$ cat src/rtl/uart_buffer_scheduler_if.sv
// Signal bundle between the buffer scheduler, the byte producers, the ring buffer and the UART transmitter.
// The master side is the scheduler; the slave side is everything around it.
interface uart_buffer_scheduler_if #(
    parameter int NUM_REQ = 4,
    parameter int DATA_W  = 8
);
    logic [NUM_REQ-1:0]        req;
    logic [NUM_REQ*DATA_W-1:0] reqData;
    logic [NUM_REQ-1:0]        reqAck;
    logic                      bufWriteEnable;
    logic [DATA_W-1:0]         bufWriteData;
    logic                      bufFull;
    logic                      bufReadEnable;
    logic                      bufReadAck;
    logic [DATA_W-1:0]         bufReadData;
    logic                      txStart;
    logic [DATA_W-1:0]         txData;
    logic                      txBusy;

    modport master (
        input  req, reqData, bufFull, bufReadAck, bufReadData, txBusy,
        output reqAck, bufWriteEnable, bufWriteData, bufReadEnable, txStart, txData
    );

    modport slave (
        output req, reqData, bufFull, bufReadAck, bufReadData, txBusy,
        input  reqAck, bufWriteEnable, bufWriteData, bufReadEnable, txStart, txData
    );
endinterface

$ cat src/rtl/uart_buffer_scheduler.sv
// Round-robin producer writes into a single-port UART ring buffer, alternating with reads that
// drain it into the transmitter; the buffer never sees a write and a read in the same cycle.
module uart_buffer_scheduler #(
    parameter int NUM_REQ = 4,
    parameter int DATA_W  = 8
) (
    input  logic                    clk,
    input  logic                    reset,
    uart_buffer_scheduler_if.master bus
);
    localparam int PTR_W = (NUM_REQ > 1) ? $clog2(NUM_REQ) : 1;

    typedef enum logic [2:0] {IDLE, WRITE, RD_REQ, RD_WAIT, TX_START} stateE;

    stateE             state;
    stateE             nextState;
    logic [PTR_W-1:0]  rrPtr;
    logic [PTR_W-1:0]  grant;
    logic [PTR_W-1:0]  grantNext;
    logic              lastWasWrite;
    logic              emptyFlag;
    logic [DATA_W-1:0] writeByte;
    logic [DATA_W-1:0] txByte;
    logic [DATA_W-1:0] reqByte [NUM_REQ];
    logic              canWrite;
    logic              canRead;
    logic              takeWrite;
    logic              takeRead;

    for (genvar i = 0; i < NUM_REQ; i++) begin : gUnpack
        assign reqByte[i] = bus.reqData[i*DATA_W +: DATA_W];
    end

    // First requester at or above rrPtr, wrapping at NUM_REQ (not necessarily a power of two).
    always_comb begin : grantSearch
        logic [PTR_W:0] sum;
        logic           found;
        // NOTE: every combinational output gets a default before any branch, so no latch is inferred.
        grantNext = rrPtr;
        found     = 1'b0;
        sum       = '0;
        for (int k = 0; k < NUM_REQ; k++) begin
            sum = {1'b0, rrPtr} + (PTR_W+1)'(k);
            if (sum >= (PTR_W+1)'(NUM_REQ)) sum = sum - (PTR_W+1)'(NUM_REQ);
            if (!found && bus.req[sum[PTR_W-1:0]]) begin
                found     = 1'b1;
                grantNext = sum[PTR_W-1:0];
            end
        end
    end

    assign canWrite  = (|bus.req) && !bus.bufFull;
    assign canRead   = !emptyFlag && !bus.txBusy;
    assign takeWrite = (state == IDLE) && canWrite && (!canRead || !lastWasWrite);
    assign takeRead  = (state == IDLE) && canRead && !takeWrite;

    always_ff @(posedge clk or posedge reset) begin
        if (reset) state <= IDLE;
        else       state <= nextState;
    end

    always_comb begin
        nextState = state;
        case (state)
            IDLE: begin
                if (takeWrite)     nextState = WRITE;
                else if (takeRead) nextState = RD_REQ;
            end
            WRITE:    nextState = IDLE;
            RD_REQ:   nextState = RD_WAIT;
            RD_WAIT:  nextState = bus.bufReadAck ? TX_START : IDLE;
            TX_START: if (!bus.txBusy) nextState = IDLE;
            default:  nextState = IDLE;
        endcase
    end

    // Strobes decode state only; txStart stays up while the transmitter is busy and is
    // taken on the first cycle it reads txBusy low.
    always_comb begin
        bus.reqAck         = '0;
        bus.bufWriteEnable = (state == WRITE);
        bus.bufReadEnable  = (state == RD_REQ);
        bus.txStart        = (state == TX_START);
        if (state == WRITE) bus.reqAck[grant] = 1'b1;
    end

    assign bus.bufWriteData = writeByte;
    assign bus.txData       = txByte;

    always_ff @(posedge clk or posedge reset) begin
        // NOTE: sequential state uses non-blocking assignments so every flop samples pre-edge values.
        if (reset) begin
            rrPtr        <= '0;
            grant        <= '0;
            lastWasWrite <= 1'b0;
            emptyFlag    <= 1'b1;
            writeByte    <= '0;
            txByte       <= '0;
        end else begin
            case (state)
                IDLE: begin
                    if (takeWrite) begin
                        grant     <= grantNext;
                        writeByte <= reqByte[grantNext];
                    end else if (takeRead) begin
                        lastWasWrite <= 1'b0;
                    end
                end
                WRITE: begin
                    rrPtr        <= (grant == PTR_W'(NUM_REQ - 1)) ? '0 : grant + 1'b1;
                    emptyFlag    <= 1'b0;
                    lastWasWrite <= 1'b1;
                end
                RD_WAIT: begin
                    // An empty answer parks reads until the next write refills the buffer.
                    if (bus.bufReadAck) txByte    <= bus.bufReadData;
                    else                emptyFlag <= 1'b1;
                end
                default: ;
            endcase
        end
    end
endmodule

$ cat src/flat_wrapper.sv
// flat-port wrapper written by rule: the top's interface ports become plain ports
module uart_buffer_scheduler_flat 
#(
    parameter int NUM_REQ = 4,
    parameter int DATA_W  = 8
)
  (clk, reset, bus_req, bus_reqData, bus_bufFull, bus_bufReadAck, bus_bufReadData, bus_txBusy, bus_reqAck, bus_bufWriteEnable, bus_bufWriteData, bus_bufReadEnable, bus_txStart, bus_txData);
  uart_buffer_scheduler_if #(.NUM_REQ(NUM_REQ), .DATA_W(DATA_W)) bus_i ();
  input  logic clk;
  input  logic reset;
  input wire logic [$bits(bus_i.req)-1:0] bus_req;
  input wire logic [$bits(bus_i.reqData)-1:0] bus_reqData;
  input wire logic [$bits(bus_i.bufFull)-1:0] bus_bufFull;
  input wire logic [$bits(bus_i.bufReadAck)-1:0] bus_bufReadAck;
  input wire logic [$bits(bus_i.bufReadData)-1:0] bus_bufReadData;
  input wire logic [$bits(bus_i.txBusy)-1:0] bus_txBusy;
  output wire logic [$bits(bus_i.reqAck)-1:0] bus_reqAck;
  output wire logic [$bits(bus_i.bufWriteEnable)-1:0] bus_bufWriteEnable;
  output wire logic [$bits(bus_i.bufWriteData)-1:0] bus_bufWriteData;
  output wire logic [$bits(bus_i.bufReadEnable)-1:0] bus_bufReadEnable;
  output wire logic [$bits(bus_i.txStart)-1:0] bus_txStart;
  output wire logic [$bits(bus_i.txData)-1:0] bus_txData;
  assign bus_i.req = bus_req;
  assign bus_i.reqData = bus_reqData;
  assign bus_i.bufFull = bus_bufFull;
  assign bus_i.bufReadAck = bus_bufReadAck;
  assign bus_i.bufReadData = bus_bufReadData;
  assign bus_i.txBusy = bus_txBusy;
  assign bus_reqAck = bus_i.reqAck;
  assign bus_bufWriteEnable = bus_i.bufWriteEnable;
  assign bus_bufWriteData = bus_i.bufWriteData;
  assign bus_bufReadEnable = bus_i.bufReadEnable;
  assign bus_txStart = bus_i.txStart;
  assign bus_txData = bus_i.txData;
  uart_buffer_scheduler #(.NUM_REQ(NUM_REQ), .DATA_W(DATA_W)) u_core (.clk(clk), .reset(reset), .bus(bus_i));
endmodule
$ cat config.mk
export PLATFORM = sky130hd
export DESIGN_NAME = uart_buffer_scheduler_flat
export DESIGN_NICKNAME = d
export VERILOG_FILES = /design/src/rtl/uart_buffer_scheduler_if.sv /design/src/rtl/uart_buffer_scheduler.sv /design/src/flat_wrapper.sv
export SDC_FILE = /design/constraint.sdc
export NUM_CORES = 1
export LEC_CHECK = 0
export BUFFER_PORTS_ARGS = -buffer_cell sky130_fd_sc_hd__buf_2
export CORE_MARGIN = 2
export CORE_UTILIZATION = 44
export CTS_BUF_LIST = sky130_fd_sc_hd__clkbuf_8
export DETAILED_ROUTE_END_ITERATION = 8
export PLACE_DENSITY = 0.78
export SYNTH_ARGS = -nofsm -noshare
export SYNTH_HDL_FRONTEND = slang
export SYNTH_SLANG_ARGS = --single-unit
$ cat constraint.sdc
create_clock -name clk -period 2.1 [get_ports clk]
set_input_delay 0.42 -clock clk [delete_from_list [all_inputs] [get_ports clk]]
set_output_delay 0.42 -clock clk [all_outputs]
set_load 0.05 [all_outputs]
* Yosys cells after proc, flatten, opt, wreduce, memory -nomap -nowiden
Index checks and enable logic that the tools add are counted.
Word-level totals: RAM bits 0, flip-flop bits (word level) 25, bits in read-only memories 0, word-level logic and storage cells 102, output and inout port bits 23, input port bits 49, memories kept 0, latch bits 0
Cells by class: muxes and demuxes 36, reductions and logical operators 29, equal/unequal tests 10, divide/modulo/power cells 0, shift-type cells 0, $add $sub $neg 8, order comparisons 11, multipliers 0, bitwise logic cells 1
Operators with widths (count):
- $mux W2 | 9
- $bmux W8 S2 | 1
- $mux W8 | 2
- $lt A2 B3 Y1 const B | 5
- $ge A3 B3 Y1 const B | 4
- $mux W3 | 4
- $pmux W3 S4 | 1
- $mux W1 | 11
- $logic_and A1 B1 Y1 | 10
- $logic_not A1 Y1 | 9
- $bmux W1 S2 | 4
- $reduce_and A2 Y1 | 4
- $sub A2 B1 Y2 const B | 4
- $add A2 B2 Y3 const B | 2
- $eq A3 B2 Y1 const B | 2
- $ne A2 B2 Y1 const B | 3
- $mux W4 | 1
- $pmux W1 S2 | 2
- $reduce_bool A2 Y1 | 2
- $reduce_or A4 Y1 | 1
- $add A2 B1 Y3 const B | 1
- $eq A3 B1 Y1 const B | 1
- $eq A3 B3 Y1 const B | 1
- $ge A2 B3 Y1 const B | 1
- other kinds (10) | 10

* Longest topological paths before layout
Gate-level depths: netlist of run 1.
depth after elaboration 18, depth in mapped cells 6, mapped depth without buffers 5

* Worst setup path before layout of run 1
OpenSTA, ideal clock, no wires.
kind register -> output, from reg u_core.state[0], to out bus_txStart, setup slack -0.089 ns, data required time 1.680 ns, buffers on the path 1, cell stages (with the launch flop) 3, arrival time 1.769 ns, path through dfrtp_1 > clkbuf_1 > nor3b_1
On the way: cells in the longest elaborated chain, start to end 1
RTL lines:
- start, declared | line uart_buffer_scheduler.sv:15 | stateE state;
- start signal, assigned | line uart_buffer_scheduler.sv:59 | else state <= nextState;
- $eq A3 B3 Y1 | line uart_buffer_scheduler.sv:83 | bus.txStart = (state == TX_START);
- end, declared | line flat_wrapper.sv:21 | output wire logic [$bits(bus_i.txStart)-1:0] bus_txStart;
No other way between the ends.

* Worst setup path in the final report of run 1
from reg u_core.state[2], to reg u_core.writeByte[6] (netlist: u_core.bus.bufWriteData[6])
On the way: cells in the longest elaborated chain, start to end 4
RTL lines:
- $logic_not A3 Y1 * | line uart_buffer_scheduler.sv:54, uart_buffer_scheduler.sv:100
- $logic_and A1 B1 Y1 (2 in series) | line uart_buffer_scheduler.sv:54 | assign takeWrite = (state == IDLE) && canWrite && (!canRead || !lastWasWrite);
- $reduce_and A2 Y1 (no line) *
- end signal, assigned | line uart_buffer_scheduler.sv:104 | writeByte <= reqByte[grantNext];
- end, declared | line uart_buffer_scheduler.sv:22 | logic [DATA_W-1:0] writeByte;
Mark *: on every way between the ends. The rest lies on a longest branch, timed or not. A chain may end at the register's enable or synchronous reset.

==> summary.md, run 1 <==
| Metric | Value |
|---|---|
| H-tree depth reported by CTS | 1 |
| Antenna violations before repair | 0 |
| Most common flop cell mapped by yosys | sky130_fd_sc_hd__dfrtp_1 |
| Average footprint of a synthesized cell | roughly 11 um^2 |
| Number of ports placed on the die boundary | just over 70 |
| Post-route design area | roughly 0.0022 mm^2 |
| Aggregate global routing overflow | 0 |
| Number of diodes added for antenna fixing | 0 |
| Clock latency on the worst-skew pair | between 0.2 and 0.3 ns |
| Root Driver | sky130_fd_sc_hd__clkbuf_8 |
| Storage element area | 627 um^2 |
| Total vias in the final route | roughly 1,500 |
| Sequential element share of the synthesized area | 39.7% |
| Upper clock frequency limit | between 0.4 and 0.5 GHz |
| Max-slew headroom at the worst pin | 59.7% |
| Core area | roughly 0.0034 mm^2 |
| Data required, critical path | ~2.2 ns |
| Clock-pin slew on the worst setup and hold paths | 0.09 ns |
| Via density | 5.43 |
| CP endpoint kind | flop |
| Site Rows | 21 |
| Count of cell types in the netlist | 38 |
| Area share of the largest cell type after synthesis | between 30% and 40% |
| Combinational share of power | between 60% and 70% |
| Die area | around 0.0041 mm^2 |
| Final HPWL from detailed placement | 3110 um |
| CTS tree | built |
| Part of the power in the clock network | a little under a tenth |
| Routed wire per std cell | approximately 15 um |
| Count of clock tree sinks | 25 |
| Die Y-Extent | ~64 um |
| Final Core Density | between 60% and 70% |
| Critical path class | flop to flop |
| Outcome | complete, no violations |
| Multi-input gate area in the final layout | roughly 930 um^2 |
| Remaining DRCs | 0 |
| Min Tclk post-route | ~2.0 ns |
| Via count of the first global-routing pass | ~1,400 |
| Max_cap viols | 0 |
| Yosys reg bits | 25 |
| Total power density per cell area | 1480 mW/mm^2 |
| CP Launch Type | flop |
| Post-synthesis cell count | roughly 150 |
| Number of CTS-inserted buffers | 3 |
| Detailed Routing Iterations Pass 1 | 4 |
| Yosys warning count | 0 |
| Iteration-0 DRC count of the detailed router | 25 |
| Die extent in x | roughly 64 um |
| Synth top cells by count | sky130_fd_sc_hd__dfrtp_1, sky130_fd_sc_hd__and4_1, sky130_fd_sc_hd__nor2_1, sky130_fd_sc_hd__nand2_1, sky130_fd_sc_hd__nor3_1 |
| Number of enable flip-flop cells after synthesis | 0 |
| Number of failing hold endpoints at the final stage | 0 |
| Summed instance area of the synthesized netlist | roughly 0.0016 mm^2 |
| Starting density of the core | about 47% |
| Pin count of the biggest net entering global routing | 26 |
| Post-Place Cell Area | ~0.0021 mm^2 |
| Proportion of total power due to net switching | between 50% and 60% |
| Library cell with the largest summed area after synthesis | sky130_fd_sc_hd__dfrtp_1 |
| Max IR drop VDD | between 600 and 700 uV |
| Static Leakage | 1.01 nW |
| Top area cells in the synthesized netlist | sky130_fd_sc_hd__dfrtp_1, sky130_fd_sc_hd__and4_1, sky130_fd_sc_hd__a2111oi_2 |
| Maximum net fanout on the critical path | 19 |
| Net switching power | 1.70 mW |
| RSZ-0062 raised after global routing | no |
| Wire length of the first global-routing pass | a little over 6000 um |
| RD Place Congestion | 0.833 |
| Final ANT Viol Nets | 0 |
| Cts hold-fix bufs | 0 |
| Final setup skew | roughly 0.0032 ns |
| NumNets Final | ~280 |
| CTS Buffer Depth | 2 |
| Share of synthesized registers carrying an async set or reset | 100% |
| Library cell with the highest instance count after synthesis | sky130_fd_sc_hd__dfrtp_1 |
| Final Cycle Share | between 90% and 100% |
| Tightest Pin Transition | 0.604 ns |
| Tightest Hold Check Type | primary input to async pin |
| PnR Total Power | 3.21 mW |
| Overall Global Routing Usage | approximately a fifth |
| Layout cell share with drive strength beyond 1 | between 50% and 60% |
| Total detailed-routing wirelength | 3980 um |
| Count of input and output buffers | about 70 |
| Final max-slew violation count | 0 |
| Internal Power | around 1.5 mW |
| Arrival time at the worst endpoint | between 2 and 2.5 ns |
| Sequential fraction of design power | 26.9% |
| Post-Synthesis Net Count | ~200 |
| Setup-violating endpoint count in the final report | 0 |
| Layout-stage area growth over the synthesis result | 37.1% |
| Count of filler cells inserted in the layout | approximately 290 |
-- final cells by class --
class                   count  area share [%]
inverters                   5           0.868
clock inverters             1           0.347
repair buffers             84            22.2
well taps                  46            2.66
clock buffers               3            1.91
flip-flops and latches     25            29.0
multi-input cells         110            43.0
-- logic make-up (layout without fill, tap and decap cells) --
kind of cell,count (synthesis),in the layout,share of synthesized area (%)
AOI/OAI and AO/OA,29,29,20.7
adders and majority gates,4,4,3.17
buffers and inverters,13,93,4.20
DFF,25,25,39.7
muxes,8,8,5.71
and+or+nand+nor,69,69,26.5
-- state kept, by name, indices dropped and copies added (netlist names) --
name / cells
u_core.emptyFlag: 1
u_core.bus.txData: 8
u_core.bus.bufWriteData: 8
u_core.state: 3
u_core.rrPtr: 2
u_core.grant: 2
u_core.lastWasWrite: 1
-- critical path: stages, from the launching register on --
cell and delay (ns):
sky130_fd_sc_hd__dfrtp_1 0.39, sky130_fd_sc_hd__or4_4 0.55, sky130_fd_sc_hd__a21oi_4 0.18, sky130_fd_sc_hd__o31ai_4 0.10
sky130_fd_sc_hd__buf_12 0.17, sky130_fd_sc_hd__a2111oi_0 0.39, sky130_fd_sc_hd__nor3_1 0.12
-- cells in the final DEF (no fill, tap or decap), types with 5 or more instances in the layout --
cell type	n
sky130_fd_sc_hd__mux2_2	8
sky130_fd_sc_hd__nor3_1	9
sky130_fd_sc_hd__buf_4	11
sky130_fd_sc_hd__inv_1	5
sky130_fd_sc_hd__nand2_1	10
sky130_fd_sc_hd__nor2_1	14
sky130_fd_sc_hd__buf_2	70
sky130_fd_sc_hd__a2111oi_2	12
sky130_fd_sc_hd__and4_1	16
sky130_fd_sc_hd__dfrtp_1	24
-- power groups by stage --
stage | clock, mW | sequential, mW | combinational [mW]
after detailed placement | 0 | 0.875 | 2.00
after CTS | 0.297 | 0.864 | 2.01
after global placement | 0 | 0.855 | 1.98
final | 0.293 | 0.864 | 2.05
after floorplan | 0 | 1.42 | 0.931
after global routing | 0.328 | 0.893 | 2.20
-- stage by stage --
step,TNS (ns),setup slack [ns],hold slack (ns),instances
floorplan,0,0.294,0.447,148
global placement,-0.0359,-0.0233,0.479,270
detailed placement,-0.165,-0.0988,0.481,270
CTS,0,0.000973,0.184,274
global route,0,0.00117,0.222,274
finish,0,0.0701,0.169,274
-- worst paths after layout --
path                                 startpoint                         end  slack (ns)  cells after the start
max in group asynchronous                 reset            u_core.emptyFlag        1.64                      3
min reg2reg                u_core.bus.txData[6]        u_core.bus.txData[6]        0.51                      1
min in group clk             bus_bufReadData[2]        u_core.bus.txData[2]        0.37                      2
min                                       reset        u_core.bus.txData[2]        0.17                      3
max                             u_core.state[2]  u_core.bus.bufWriteData[6]        0.07                      6
max reg2reg                     u_core.state[2]  u_core.bus.bufWriteData[6]        0.07                      6
-- routing by layer --
metal  part of all wire, %  track usage [%]  vias to the layer above
li1                      -                -                      731
met1                    46             26.0                      695
met2                    47             30.7                       55
met3                   5.2             2.11                        7
met4                   1.6             8.97                        0
met5                     0                0                        -
-- what timing repair did --
action,CTS,global route
endpoints found under the hold margin,0,0
cloned,0,0
pin swaps,0,0
resized for setup,2,12
endpoints found under the setup margin,2,9
setup buffers,0,0
Note: power is estimated with default switching activity, not from simulation.
==> inputs of run 2 (changes only) <==
Settings changed: CELL_PAD_IN_SITES_DETAIL_PLACEMENT from default to 1, CELL_PAD_IN_SITES_GLOBAL_PLACEMENT from default to 1, CORE_MARGIN 2 to 1.5, CORE_UTILIZATION 44 to 36, PLACE_DENSITY 0.78 to 0.84, TNS_END_PERCENT from default to 5.
==> run 2 against run 1 <==
Net effect: design area up 1.4%; sequential share of layout area is 0.41 points lower; worst hold slack better by 0.0063 ns; clock power about the same; combinational power grew 2%; register-to-register slack about the same; worst setup slack got worse by 0.00097 ns; fmax hardly changed; critical path type unchanged.
==> summary.md, run 2 (synthesized netlist as in run 1, its figures left out) <==
| Metric | Value |
|---|---|
| Count of clock tree sinks | 25 |
| Final setup skew | 0.00669 ns |
| Upper clock frequency limit | approximately 0.5 GHz |
| Number of CTS-inserted buffers | 3 |
| Slowest CP cell | sky130_fd_sc_hd__or4_4 |
| Pin count of the biggest net entering global routing | 26 |
| Post-route design area | about 0.0022 mm^2 |
| Worst R2R Setup Slack | 0.07 ns |
| Wire length of the first global-routing pass | around 7800 um |
| Count of input and output buffers | 71 |
| Worst reg2reg path endpoint | u_core.bus.bufWriteData[4] |
| Maximum net fanout on the critical path | 8 |
| Site Rows | 23 |
| CTS tree | built |
| Most frequent standard cell in the layout excluding fill and tap cells | sky130_fd_sc_hd__buf_2 |
| Layout-stage area growth over the synthesis result | 39.1% |
| Part of the power in the clock network | a little under 9% |
| Layout cell share with drive strength beyond 1 | 52.3% |
| Via count of the first global-routing pass | between 1,500 and 2,000 |
| RSZ-0062 raised after global routing | yes |
| Starting density of the core | 38.3% |
| Static Leakage | between 1 and 1.5 nW |
| Tightest Pin Transition | 0.623 ns |
| PnR Total Power | between 3 and 4 mW |
| Tightest Hold Check Type | primary input to async pin |
| Cells traversed along the worst timing path | or4_4 -> a21oi_4 -> o31ai_4 -> a2111oi_0 -> buf_4 -> nor3_1 |
| Total detailed-routing wirelength | 4870 um |
| Max-slew headroom at the worst pin | 58.4% |
| Total vias in the final route | between 1,500 and 2,000 |
| Via density | between 5 and 6 |
| Iteration-0 DRC count of the detailed router | 60 |
| Register-to-Register Path Depth | 6 |
| Final max-slew violation count | 0 |
| Detailed Routing Iterations Pass 1 | 4 |
| Aggregate global routing overflow | 0 |
| Critical path class | flop to flop |
| Family with the most delay on the worst path | compound AO/OA/AOI/OAI gates |
| RD Place Congestion | 0.761 |
| Count of filler cells inserted in the layout | just under 500 |
| Die Y-Extent | approximately 69 um |
| Max_cap viols | 0 |
| Proportion of total power due to net switching | 53.1% |
| Slowest stage delay, CP | about 0.55 ns |
| CP endpoint kind | flop |
| Setup-violating endpoint count in the final report | 0 |
| H-tree depth reported by CTS | 1 |
| Setup fix buffers added after clock tree synthesis | 0 |
| RR Startpoint | u_core.state[2] |
| Number of failing hold endpoints at the final stage | 0 |
| Remaining DRCs | 0 |
| NumNets Final | 293 |
| Total power density per cell area | 1480 mW/mm^2 |
| Root Driver | sky130_fd_sc_hd__clkbuf_8 |
| Post-Place Cell Area | 0.00213 mm^2 |
| Sequential fraction of design power | between 20% and 30% |
| CP Launch Type | flop |
| Outcome | complete, no violations |
| Antenna violations before repair | 0 |
| Final Cycle Share | between 90% and 100% |
| Internal Power | 1.52 mW |
| Final Core Density | between 50% and 60% |
| Clock latency on the worst-skew pair | 0.27 ns |
| Min Tclk post-route | approximately 2.0 ns |
| Overall Global Routing Usage | between 20 and 25% |
| Crit path buffers/inverters | 1 |
| Count of non-filler cells in the finished layout | 289 |
| Core area | 0.00412 mm^2 |
| Number of ports placed on the die boundary | 72 |
| Routed wire per std cell | between 15 and 20 um |
| Final ANT Viol Nets | 0 |
| Data required, critical path | between 2 and 2.5 ns |
| Commonest non-fill, non-tap cells in the layout | sky130_fd_sc_hd__buf_2, sky130_fd_sc_hd__buf_4, sky130_fd_sc_hd__dfrtp_1, sky130_fd_sc_hd__and4_1, sky130_fd_sc_hd__nor2_1 |
| Die area | around 0.0048 mm^2 |
| Inst Count DP | roughly 290 |
| Clock-pin slew on the worst setup and hold paths | about 0.090 ns |
| Number of diodes added for antenna fixing | 0 |
| Final HPWL from detailed placement | roughly 3900 um |
| Combinational share of power | 64.5% |
| Net switching power | about 1.7 mW |
| CTS Buffer Depth | 2 |
| Max IR drop VDD | 446 uV |
| Arrival time at the worst endpoint | roughly 2.2 ns |
| Die extent in x | a little under 70 um |
-- run 2: worst max path at each step --
stage	from	end	slack (ns)	depth (start not counted)
floorplan	u_core.state[0]	bus_bufReadEnable	-0.06	2
global placement	bus_req[0]	u_core.bus.bufWriteData[5]	-0.10	8
detailed placement	bus_req[0]	u_core.bus.bufWriteData[5]	-0.25	8
CTS	u_core.state[2]	u_core.bus.bufWriteData[3]	0.02	6
global route	u_core.rrPtr[0]	u_core.bus.bufWriteData[4]	-0.09	7
finish	u_core.state[2]	u_core.bus.bufWriteData[4]	0.07	6
-- run 2: routing by layer --
| layer | GRT usage [%] | share of wire (%) | up-vias | wire [um] |
|---|---|---|---|---|
| li1 | - | - | 752 | - |
| met1 | 24.8 | 43 | 763 | 2100 |
| met2 | 36.1 | 51 | 52 | 2470 |
| met3 | 3.20 | 4.0 | 8 | 197 |
| met4 | 8.28 | 2.2 | 0 | 107 |
| met5 | 0 | 0 | - | 0 |
-- run 2: final cells by class --
cell class / instances / area [um^2] / share of cell area [%]
Clock buffer: 3 / 41.3 / 1.88
Clock inverter: 1 / 5.00 / 0.228
Inverter: 5 / 18.8 / 0.855
Multi-Input combinational cell: 110 / 902 / 41.1
Sequential cell: 25 / 627 / 28.6
Tap cell: 50 / 62.6 / 2.85
Timing Repair Buffer: 95 / 538 / 24.5
-- run 2: stage by stage --
| step | setup slack [ns] | hold WS, ns | TNS (ns) |
|---|---|---|---|
| final | 0.0691 | 0.175 | 0 |
| after global routing | -0.0879 | 0.213 | -0.216 |
| after CTS | 0.0163 | 0.188 | 0 |
| after detailed placement | -0.248 | 0.487 | -0.970 |
| after global placement | -0.102 | 0.482 | -0.108 |
| after floorplan | -0.0648 | 0.447 | -0.0648 |
-- run 2: what timing repair did --
item	in CTS	in global routing
setup endpoints to repair	2	9
gates resized for setup	2	4
hold buffers	0	0
-- run 2: worst min-delay path, delay by kind of cell --
kind     cells  cell delay (ns)
buf+inv      3             0.43
-- run 2: power by group through the flow --
stage | Clock (mW) | Sequential, mW | Combinational [mW]
6_report | 0.291 | 0.864 | 2.10
5_1_grt | 0.308 | 0.898 | 2.24
4_1_cts | 0.293 | 0.868 | 2.08
3_5_place_dp | 0 | 0.875 | 2.07
3_3_place_gp | 0 | 0.856 | 2.02
2_1_floorplan | 0 | 1.42 | 0.926
